**config.mk**
```make
export PLATFORM = sky130hd
export DESIGN_NAME = alu_4
export DESIGN_NICKNAME = d
export VERILOG_FILES = /design/src/rtl/alu_4.sv
export SDC_FILE = /design/constraint.sdc
export NUM_CORES = 1
export LEC_CHECK = 0
export CORE_ASPECT_RATIO = 0.75
export CORE_UTILIZATION = 39
export DETAILED_ROUTE_END_ITERATION = 7
export GPL_TIMING_DRIVEN = 0
export HOLD_SLACK_MARGIN = 0.1
export PLACE_DENSITY = 0.68
export SYNTH_ARGS = -nofsm -noshare
export SYNTH_HDL_FRONTEND = slang
export SYNTH_SLANG_ARGS = --single-unit
```
**constraint.sdc**
```tcl
create_clock -name clk -period 0.8 [get_ports clk]
set_input_delay 0.24 -clock clk [delete_from_list [all_inputs] [get_ports clk]]
set_output_delay 0.24 -clock clk [all_outputs]
set_load 0.03 [all_outputs]
```
**src/rtl/alu_4.sv**
```systemverilog
// alu_4: registered 4-bit ALU with an 8-bit result.
// Operands are zero-extended to 8 bits, so sums, differences and products
// fit in the output. The result appears on OUT one clock after the inputs
// are sampled.
// Optional feature macro: ALU4_EXT_OPS_EN adds SHL (1001) and GT (1010).
// Without the macro, those two opcodes return 8'h00 like any other
// undefined opcode, and no shifter or comparator is built.
module alu_4 (
  input  logic       clk,
  input  logic       rst_n,
  input  logic [3:0] A,
  input  logic [3:0] B,
  input  logic [3:0] CTRL,
  output logic [7:0] OUT
);

  typedef enum logic [3:0] {
    OP_ADD  = 4'h0,
    OP_SUB  = 4'h1,
    OP_MUL  = 4'h2,
    OP_AND  = 4'h3,
    OP_OR   = 4'h4,
    OP_XOR  = 4'h5,
    OP_NAND = 4'h6,
    OP_NOR  = 4'h7,
    OP_XNOR = 4'h8,
    OP_SHL  = 4'h9,
    OP_GT   = 4'hA
  } op_e;

  op_e        op;
  logic [7:0] a_ext;
  logic [7:0] b_ext;
  logic [7:0] out_d;
  logic [7:0] out_q;

  assign op    = op_e'(CTRL);
  assign a_ext = {4'h0, A};
  assign b_ext = {4'h0, B};

  // Select the next result from the current operands and opcode.
  always_comb begin
    // NOTE: the default is assigned first so that every path drives out_d.
    // An opcode with no matching branch then yields 8'h00, and no latch is
    // inferred.
    out_d = 8'h00;
    case (op)
      OP_ADD:  out_d = a_ext + b_ext;
      OP_SUB:  out_d = a_ext - b_ext;   // wraps modulo 256 into two's complement
      OP_MUL:  out_d = a_ext * b_ext;   // 15 * 15 = 225 still fits in 8 bits
      OP_AND:  out_d = {4'h0, A & B};
      OP_OR:   out_d = {4'h0, A | B};
      OP_XOR:  out_d = {4'h0, A ^ B};
      OP_NAND: out_d = {4'h0, ~(A & B)};
      OP_NOR:  out_d = {4'h0, ~(A | B)};
      OP_XNOR: out_d = {4'h0, ~(A ^ B)};
`ifdef ALU4_EXT_OPS_EN
      OP_SHL:  out_d = a_ext << B[1:0];
      OP_GT:   out_d = (A > B) ? 8'h01 : 8'h00;
`endif
      default: out_d = 8'h00;
    endcase
  end

  // Result register; asynchronous reset clears OUT immediately.
  always_ff @(posedge clk or negedge rst_n) begin
    // NOTE: registers take non-blocking (<=) assignments so that every flop
    // samples pre-edge values, whatever order the processes are evaluated in.
    if (!rst_n) begin
      out_q <= 8'h00;
    end else begin
      out_q <= out_d;
    end
  end

  assign OUT = out_q;

endmodule

```
==> summary.md, run 1 <==
| Metric | Value |
|---|---|
| Final Critical Period | 2.542 ns |
| Pleak | 0.0009457 uW |
| Row count | 17 |
| Post-Syn Area | 1279 um^2 |
| Clock-pin slew on the worst setup and hold paths | 0.04 ns |
| Setup crit end kind | flip-flop |
| Cells along the critical path | buf_8 > nand2_4 > fa_1 > inv_2 > fa_2 > inv_2 > fa_2 > nor2b_4 > a211oi_2 > a21oi_1 > o21ai_1 > o41a_1 |
| VDD IR max | 0.6457 mV |
| Syn avg cell area | 8.197 um^2 |
| Ant. Diodes | 0 |
| Worst path slowest cell | fa_2 |
| Seq cells post-synth | 8 |
| Max FFs per register | 8 |
| Syn nets | 200 |
| Worst Path Required | 0.90 ns |
| Clk sinks | 8 |
| First-pass GRT wire length | 5740 um |
| F_max | 393.3 MHz |
| DRT Pass-1 Iters | 5 |
| Setup crit end | OUT[3]$_DFF_PN0_ |
| Worst min-delay path category | input port to async pin |
| Core Footprint | 3020 um^2 |
| Worst slew margin | 0.6984 |
| Power per cell area | 1120 nW/um^2 |
| Max-slew violation count | 0 |
| H-tree depth | 1 |
| Outcome | finished, violations left |
| Share of cells above drive strength 1 | 0.4339 |
| Final Power | 2277 uW |
| Total CTS buffers | 3 |
| Port Buf Inserts | 20 |
| EDFF count, synth | 0 |
| Async S/R FF share, synth | 1.000 |
| GRT Util Overall | 0.2224 |
| Hold-fix buffer count after cts | 0 |
| Routed wire length | 3775 um |
| Nets | 235 |
| Setup CP Type | input port to flip-flop |
| GPL Wtd Cong | 0.7953 |
| Initial antenna violation count | 0 |
| Setup violations, final | 16 |
| Buffer depth of the longest clock path | 2 |
| Yosys warns | 0 |
| Detailed placement HPWL | 2636 um |
| Failing checks | negative setup slack |
| Final worst path period share | 3.178 |
| Slew at the pin with the worst max-slew slack | 0.4476 ns |
| Die height | 51.59 um |
| Full die area | 3514 um^2 |
| Synth Instances | 156 |
| Drt initial violations | 148 |
| CP Max Fanout | 2 |
| WP depth | 12 |
| GRT overflow | 0 |
| Vias | 1,257 |
| CP Launch Type | input port |
| DR vias/cell | 5.537 |
| Initial Util | 0.4234 |
| WL per Instance | 16.63 um |
| Arrival @ worst endpoint | 2.65 ns |
| Die extent in x | 68.12 um |
| Root Buffer Master | clkbuf_8 |
| IO Count | 22 |
| Setup_tns | -11.24 ns |
| Count of cell types in the netlist | 37 |
| Buf/Inv on CP | 3 |
| Vias in the first global route | 1,223 |
| CTS tree | built |
| Top FF cell, synth | dfrtp_1 |
| Max-cap violations | 0 |
| Area Overhead vs Synth | 59.00% |
| Routed Antenna Nets | 0 |
| Critical Path Start | B[3] |
| Setup ws final | -1.742 ns |
| Largest net degree at the start of global routing | 11 |
| # DRC | 0 |
| Hold Fails Final Rpt | 0 |
| Seq/Total Area, Yosys | 0.1566 |
| Crit-path max cell delay | 0.58 ns |
| RSZ-0062 raised after global routing | true |
| Top delay family on crit path | adder cells |
## cells in the mapped netlist (2+ instances only)
cell       n  area share
a21o_1     5       0.029
o31a_1     2       0.014
fa_1       6       0.094
nand2b_1   2      0.0098
o21ai_0   10       0.039
xor2_1     4       0.027
xnor2_1    2       0.014
a21oi_1   14       0.055
inv_1     19       0.056
nor3_1     3       0.012
a211oi_1   4       0.023
mux2i_1    3       0.023
nor2_1    17       0.050
dfrtp_1    8        0.16
ha_1      24        0.23
clkbuf_1   2      0.0059
buf_2      3       0.012
nand2_1    9       0.026
## where the power goes
group / total, uW / switching (uW) / internal, uW / leakage, uW
Clock: 485 / 159 / 326 / 0.0000216
Combinational: 1340 / 668 / 672 / 0.000821
Sequential: 451 / 13.9 / 438 / 0.000103
## cell usage in the layout (no fill, tap or decap), drive strengths merged, types with 2 or more instances in the layout
| cell type | netlist | final |
|---|---|---|
| buf | 4 | 31 |
| mux2i | 3 | 3 |
| clkbuf | 3 | 5 |
| nor3 | 3 | 3 |
| o31a | 2 | 2 |
| xor2 | 4 | 4 |
| nand2 | 9 | 9 |
| inv | 19 | 19 |
| dlygate4sd2 | 0 | 2 |
| a21oi | 15 | 15 |
| nor2 | 17 | 17 |
| o21ai | 10 | 10 |
| fa | 6 | 6 |
| a211oi | 4 | 4 |
| dfrtp | 8 | 8 |
| nand2b | 2 | 2 |
| a21o | 5 | 5 |
| ha | 24 | 24 |
| xnor2 | 2 | 2 |
## stage by stage
step / hold WS [ns] / utilization / area (um^2) / setup slack (ns) / cells
floorplan: -0.05559 / - / 1403 / -1.662 / 156
global placement: 0.5228 / 0.5464 / 1650 / -2.642 / 214
detailed placement: 0.5391 / 0.5464 / 1650 / -2.696 / 214
CTS: 0.2926 / 0.6214 / 1877 / -1.749 / 224
global route: 0.3159 / 0.6732 / 2033 / -1.799 / 227
finish: 0.2884 / 0.6732 / 2033 / -1.742 / 227
## routing by layer
metal	global-route usage	part of all wire	vias up
met3	0.03070	0.042	4
li1	-	-	605
met5	0	0	-
met1	0.2949	0.45	615
met2	0.3840	0.50	33
met4	0.03819	0.0079	0
## worst min path at each step
stage                     slack [ns]          endpoint   from  cells after the start
after floorplan                -0.06  OUT[0]$_DFF_PN0_  rst_n                      0
after global placement          0.52  OUT[3]$_DFF_PN0_  rst_n                      1
after detailed placement        0.54  OUT[4]$_DFF_PN0_  rst_n                      1
after CTS                       0.29  OUT[4]$_DFF_PN0_  rst_n                      1
after global routing            0.32  OUT[5]$_DFF_PN0_  rst_n                      1
final                           0.29  OUT[3]$_DFF_PN0_  rst_n                      1
## repair_timing
| action | in CTS | in global routing |
|---|---|---|
| resized for setup | 136 | 29 |
| pin swaps | 17 | 17 |
| endpoints found under the setup margin | 16 | 16 |
| buffers inserted | 7 | 3 |
## cells by family (layout without fill, tap and decap cells)
logic type | Yosys count | after routing | synth area share
DFF | 8 | 8 | 0.1566
muxes | 4 | 4 | 0.03229
adders and majority gates | 30 | 30 | 0.3288
buffers and inverters | 26 | 59 | 0.08317
AOI/OAI and AO/OA | 45 | 45 | 0.2280
and+or+nand+nor | 37 | 37 | 0.1301
xor gates and xnor gates | 6 | 6 | 0.04110
## final cells by class
| type | instances | area, um^2 |
|---|---|---|
| clock buffers | 3 | 41.29 |
| multi-input cells | 122 | 1225 |
| repair buffers | 30 | 345.3 |
| plain buffers | 7 | 83.83 |
| fillers | 246 | 987.2 |
| inverters | 19 | 90.09 |
| flip-flops and latches | 8 | 200.2 |
| well taps | 38 | 47.55 |
No activity file was read; power rests on OpenSTA's default activity.
==> run 2: changes to the inputs <==
- CORE_ASPECT_RATIO: 0.75 -> default
==> summary.md, run 2 (synthesis results as in run 1) <==
| Metric | Value |
|---|---|
| Max-cap violations | 0 |
| Initial antenna violation count | 0 |
| Setup ws final | -1.616 ns |
| GPL Wtd Cong | 0.8112 |
| Final worst path period share | 3.020 |
| Worst slack at placement | -2.641 ns |
| Vias | 1,253 |
| Buffer depth of the longest clock path | 2 |
| Row count | 20 |
| CP Max Fanout | 4 |
| Hold WS | 0.2530 ns |
| Critical Path Start | B[1] |
| VDD IR max | 0.7273 mV |
| Die height | 59.26 um |
| CP Launch Type | input port |
| Failing checks | negative setup slack |
| Routed Antenna Nets | 0 |
| Ant. Diodes | 0 |
| CTS tree | built |
| Setup CP Type | input port to flip-flop |
| Nets | 238 |
| Final Critical Period | 2.416 ns |
| Power per cell area | 1017 nW/um^2 |
| Total CTS buffers | 3 |
| Vias in the first global route | 1,241 |
| Fillers | 279 |
| Worst slew margin | 0.7173 |
| First-pass GRT wire length | 5492 um |
| Setup crit end kind | flip-flop |
| IO Count | 22 |
| Setup crit end | OUT[3]$_DFF_PN0_ |
| Pleak | 0.0009430 uW |
| Routed wire length | 3409 um |
| Worst min-delay path category | input port to async pin |
| DRT Pass-1 Iters | 4 |
| Core Footprint | 3078 um^2 |
| Share of cells above drive strength 1 | 0.3958 |
| Drt initial violations | 57 |
| Slew at the pin with the worst max-slew slack | 0.4196 ns |
| F_max | 413.9 MHz |
| GRT overflow | 0 |
| Clock-pin slew on the worst setup and hold paths | 0.05 ns |
| Max FFs per register | 8 |
| # DRC | 0 |
| Hold Fails Final Rpt | 0 |
| Area Overhead vs Synth | 54.50% |
| Port Buf Inserts | 20 |
| Worst Path Required | 0.93 ns |
| Outcome | finished, violations left |
| DR vias/cell | 5.309 |
| Setup_tns | -11.06 ns |
| Largest net degree at the start of global routing | 11 |
| Hold-fix buffer count after cts | 0 |
| Initial Util | 0.4154 |
| DP Area | 1658 um^2 |
| Arrival @ worst endpoint | 2.54 ns |
| WL per Instance | 14.44 um |
| Clk sinks | 8 |
| Final Power | 2009 uW |
| GRT Util Overall | 0.2053 |
| Die extent in x | 59.26 um |
| Detailed placement HPWL | 2512 um |
| Leading cell type in the layout, fill and taps excluded | nor2_1 |
| H-tree depth | 1 |
| Most frequent cells in the layout | nor2_1 (16), buf_6 (15), inv_1 (13), buf_4 (13), ha_1 (13) |
| Max-slew violation count | 0 |
| Full die area | 3512 um^2 |
| RSZ-0062 raised after global routing | true |
| Root Buffer Master | clkbuf_4 |
| Post-route cell area | 1976 um^2 |
| Setup violations, final | 16 |
-- run 2: changes by cell type in the layout (fill, tap and decap cells not counted), sizes merged --
| cell | delta |
|---|---|
| clkdlybuf4s15 | +1 |
| buf | +2 |
| dlymetal6s2s | -1 |
| clkbuf | +1 |
-- run 2: report_power, final --
group | switching (uW) | internal, uW
Combinational | 625 | 629
Sequential | 13.3 | 436
Clock | 135 | 171
Total | 773 | 1240
-- run 2: stage by stage --
step                cells    util
floorplan             156       -
global placement      220  0.5386
detailed placement    220  0.5386
CTS                   232  0.6126
global route          236  0.6419
finish                236  0.6419
-- run 2: area by class of cell --
type                    instances  area (um^2)  area share
plain buffers                   7        82.58     0.04180
clock buffers                   3        22.52     0.01140
repair buffers                 33        354.1      0.1792
multi-input cells             122         1171      0.5928
inverters                      19        90.09     0.04560
flip-flops and latches          8        200.2      0.1013
well taps                      44        55.05     0.02787
-- run 2: worst min-delay path by stage --
stage | cells after the start | slack [ns] | end
after detailed placement | 1 | 0.53 | OUT[4]$_DFF_PN0_
final | 1 | 0.25 | OUT[5]$_DFF_PN0_
after CTS | 1 | 0.26 | OUT[4]$_DFF_PN0_
after floorplan | 0 | -0.06 | OUT[0]$_DFF_PN0_
after global routing | 1 | 0.29 | OUT[3]$_DFF_PN0_
after global placement | 1 | 0.52 | OUT[4]$_DFF_PN0_
-- run 2: what timing repair did --
item / 4_1_cts / 5_1_grt
setup buffers: 9 / 4
resized for setup: 142 / 12
pin swaps: 13 / 12
setup endpoints to repair: 16 / 16
-- run 2: worst max-delay path, stage by stage --
cell      delay (ns)
buf_12          0.09
nand2_8         0.04
fa_1            0.54
inv_2           0.04
fa_1            0.55
inv_2           0.05
fa_2            0.52
nor2b_4         0.13
a211oi_2        0.04
a21oi_1         0.11
o21ai_1         0.08
o41a_1          0.11
-- run 2: routing by layer --
| metal | share of wire | vias to the layer above | global-route usage | wire (um) |
|---|---|---|---|---|
| met5 | 0 | - | 0 | 0 |
| met1 | 0.43 | 601 | 0.2571 | 1459 |
| met3 | 0.043 | 2 | 0.03493 | 148 |
| met2 | 0.52 | 41 | 0.3676 | 1767 |
| met4 | 0.0097 | 0 | 0.04082 | 33 |
| li1 | - | 609 | - | - |
==> run 3: changes to the inputs <==
- PLACE_DENSITY: 0.68 -> default
- clock period: 0.8 -> 2.7 ns (I/O delays scaled with it)
==> summary.md, run 3 (synthesis results as in run 1) <==
| Metric | Value |
|---|---|
| Outcome | finished, violations left |
| Failing checks | negative setup slack |
| VDD IR max | 0.1739 mV |
| Die extent in x | 59.26 um |
| Final Power | 533.9 uW |
| DR vias/cell | 5.199 |
| CTS tree | built |
| GRT Util Overall | 0.2088 |
| Worst Path Required | 2.83 ns |
| Clk sinks | 8 |
| WP depth | 12 |
| Setup crit end kind | flip-flop |
| First-pass GRT wire length | 5423 um |
| Die height | 59.26 um |
| WL per Instance | 14.02 um |
| Most frequent cells in the layout | ha_1 (19), inv_1 (17), nor2_1 (15), clkdlybuf4s50_1 (12), a21oi_1 (11) |
| Crit-path max cell delay | 0.53 ns |
| Fillers | 305 |
| F_max | 332.5 MHz |
| Routed Antenna Nets | 0 |
| Setup crit end | OUT[3]$_DFF_PN0_ |
| RSZ-0062 raised after global routing | true |
| Setup violations, final | 5 |
| Power per cell area | 312.4 nW/um^2 |
| Core Footprint | 3078 um^2 |
| H-tree depth | 1 |
| Row count | 20 |
| Setup_tns | -0.6222 ns |
| Nets | 228 |
| CP Max Fanout | 4 |
| Max-slew violation count | 0 |
| # DRC | 0 |
| Cells along the critical path | buf_12 > nand2_8 > fa_1 > inv_1 > fa_1 > inv_1 > fa_2 > nor2b_4 > a211oi_2 > a21oi_1 > o21ai_1 > o41a_1 |
| Max-cap violations | 0 |
| Initial Util | 0.4154 |
| GRT overflow | 0 |
| Total CTS buffers | 3 |
| Setup CP Type | input port to flip-flop |
| Final Critical Period | 3.007 ns |
| Buffer depth of the longest clock path | 2 |
| Routed wire length | 3169 um |
| Vias | 1,175 |
| Initial antenna violation count | 0 |
| DRT Pass-1 Iters | 4 |
| Worst slew margin | 0.7053 |
| Root Buffer Master | clkbuf_4 |
| Arrival @ worst endpoint | 3.14 ns |
| GPL Wtd Cong | 0.8237 |
| Drt initial violations | 45 |
| Max FFs per register | 8 |
| Leading cell type in the layout, fill and taps excluded | ha_1 |
| Setup ws final | -0.3072 ns |
| Area Overhead vs Synth | 33.66% |
| Largest net degree at the start of global routing | 11 |
| Hold WS | 0.8280 ns |
| Vias in the first global route | 1,206 |
| CP Launch Type | input port |
| Worst slack at placement | -1.222 ns |
| Full die area | 3512 um^2 |
| Share of cells above drive strength 1 | 0.2198 |
| Port Buf Inserts | 20 |
| Critical Path Start | B[1] |
| Ant. Diodes | 0 |
| Worst min-delay path category | input port to async pin |
| Hold Fails Final Rpt | 0 |
| Slew at the pin with the worst max-slew slack | 0.4375 ns |
| Top delay family on crit path | adder cells |
| Worst path slowest cell | fa_1 |
| Final worst path period share | 1.114 |
| Pleak | 0.0008270 uW |
| Clock-pin slew on the worst setup and hold paths | 0.05 ns |
| IO Count | 22 |
| Buf/Inv on CP | 3 |
| Detailed placement HPWL | 2496 um |
## run 3: per-layer routing
metal | GRT usage | routed length (um)
met1 | 0.2746 | 1455
met2 | 0.3531 | 1573
met3 | 0.04585 | 106
met4 | 0.03741 | 34
met5 | 0 | 0
## run 3: how the worst min path moves through the flow
| stage | from | end | slack (ns) | cells after the start |
|---|---|---|---|---|
| global placement | rst_n | OUT[4]$_DFF_PN0_ | 1.09 | 1 |
| detailed placement | rst_n | OUT[7]$_DFF_PN0_ | 1.10 | 1 |
| global route | rst_n | OUT[4]$_DFF_PN0_ | 0.85 | 1 |
| CTS | rst_n | OUT[3]$_DFF_PN0_ | 0.83 | 1 |
| finish | rst_n | OUT[3]$_DFF_PN0_ | 0.83 | 1 |
| floorplan | rst_n | OUT[0]$_DFF_PN0_ | 0.51 | 0 |
## run 3: metrics by stage
stage	cell area (um^2)	std cells	utilization
floorplan	1303	156	-
global placement	1558	220	0.5061
detailed placement	1558	220	0.5061
CTS	1672	226	0.5431
global route	1709	226	0.5553
finish	1709	226	0.5553
## run 3: layout make-up
type | instances | area (um^2) | share of cell area
buffer | 7 | 35.03 | 0.02050
clock buffer | 3 | 22.52 | 0.01318
tap | 44 | 55.05 | 0.03221
inverter | 19 | 71.32 | 0.04173
timing repair buffer | 23 | 247.7 | 0.1449
sequential | 8 | 200.2 | 0.1171
multi-input combinational | 122 | 1077 | 0.6303
## run 3: what timing repair did
action | in CTS | in global routing
resized for setup | 54 | 9
endpoints found under the setup margin | 6 | 6
gates cloned | 0 | 0
hold buffers | 0 | 0
pin swaps | 11 | 4
buffers inserted | 3 | 0
## run 3: report_power, final
part / internal [uW] / leakage, uW / switching (uW)
clock network: 50.7 / 0.0000138 / 38.1
logic: 149 / 0.000710 / 165
registers: 129 / 0.000103 / 1.99
total: 329 / 0.000827 / 205
==> patch: new RTL, settings of run 2 <==
Put one more register stage on the output `OUT`. The value now appears one clock later.
--- a/src/rtl/alu_4.sv
+++ b/src/rtl/alu_4.sv
@@ -74,5 +74,7 @@
   end
 
-  assign OUT = out_q;
+  always_ff @(posedge clk) begin
+    OUT <= out_q;
+  end
 
 endmodule
Behaviour: not the same (a bounded check fails within 4 cycles, from zero or initial values and one cycle with rst_n low).
==> patch against run 2 <==
- the run still ends with negative setup slack left
- sequential power increased by 100%
- final cell count up 3.4%
- combinational power grew 4%
- cell area is 12% higher
- hold slack gained 0.018 ns
- sequential cell count is 8 higher
- area after synthesis up 13%
- setup slack got worse by 0.34 ns
- power grew 37%
- wire length rose by 7.6%
- critical endpoint is now out_q[3]$_DFF_PN0_
- highest routed layer unchanged
==> patch: results <==
set metrics [dict create \
    status "finished with violations" \
    violations "negative setup slack" \
    async_reset_ff_share_pct 50.0 \
    muxShareOfSynthArea_pct 3.64 \
    buffer_area_share_pct 21.4 \
    cp_slowest_cell "fa_2" \
    ys_ff_latch 16 \
    drt-met1-wl_um 1490 \
    crit_fanout 6 \
    place_hpwl_um 2570 \
    ys.flop_type "dfxtp_1" \
    grtUsageMet1_pct 22.7 \
    multi_input_gates 119 \
    seq_area_um2 370 \
    cp.arrival_ns 2.88 \
    p_switching_w 0.000882 \
    fillCellCount 266 \
    pre_cts_slack_ns -2.77 \
    vias 1308 \
    design_area_um2 2220 \
    setup_viol 16 \
    setup_ws_ns -1.96 \
    ys_seq_area_share_pct 25.0 \
    synth_xor_xnor_area_share_pct 3.03 \
    fin_tns_setup_ns -11.84 \
    die_w_um 62.8 \
    critPathCapture "out_q[3]$_DFF_PN0_" \
    drt_wl_total_um 3670 \
    ir_worst_vdd_uv 517 \
    multi_input_area_share_pct 53.8 \
    synth_fp_nets 204 \
    hold-worst-slack_ns 0.271 \
    syn_inst 160 \
    synthAdderAreaFrac_pct 29.1 \
    cts_root_buffer "clkbuf_8" \
    dp_cells 226 \
    grt_pass1_wl_um 5960 \
    met2_length_um 2030 \
    power.leakage_nw 0.997 \
    nNonClkBuffers 41 \
    use_met2_pct 34.8 \
    synth_commonest_cells "24 x ha_1, 19 x inv_1, 16 x nor2_1" \
    drive_gt1_share_pct 44.4 \
    grt_usage_pct 18.9 \
    synth_cell_type_count 38 \
    gp_congestion 0.851 \
]
==> patch: cell count changes after synthesis, sizes merged, moves of 2 or more <==
| cell | run 2 | this run |
|---|---|---|
| nand2 | 9 | 6 |
| a21oi | 15 | 11 |
| and3 | 0 | 2 |
| o211ai | 1 | 3 |
| nand3 | 0 | 2 |
| a211oi | 4 | 1 |
| dfxtp | 0 | 8 |
| nand3b | 0 | 3 |
==> patch: repair_timing <==
action                     in CTS  in global routing
cloned                          1                  0
buffers inserted               12                  4
setup endpoints to repair      16                 16
gates resized for setup       155                 19
pin swaps                      21                 23
==> patch: power groups by stage <==
stage | clock network [W] | registers [W] | logic (W)
6_report | 0.000548 | 0.000896 | 0.00130
5_1_grt | 0.000604 | 0.000901 | 0.00140
4_1_cts | 0.000570 | 0.000896 | 0.00115
3_5_place_dp | 0 | 0.000898 | 0.000930
3_3_place_gp | 0 | 0.000897 | 0.000914
2_1_floorplan | 0 | 0.000964 | 0.000554
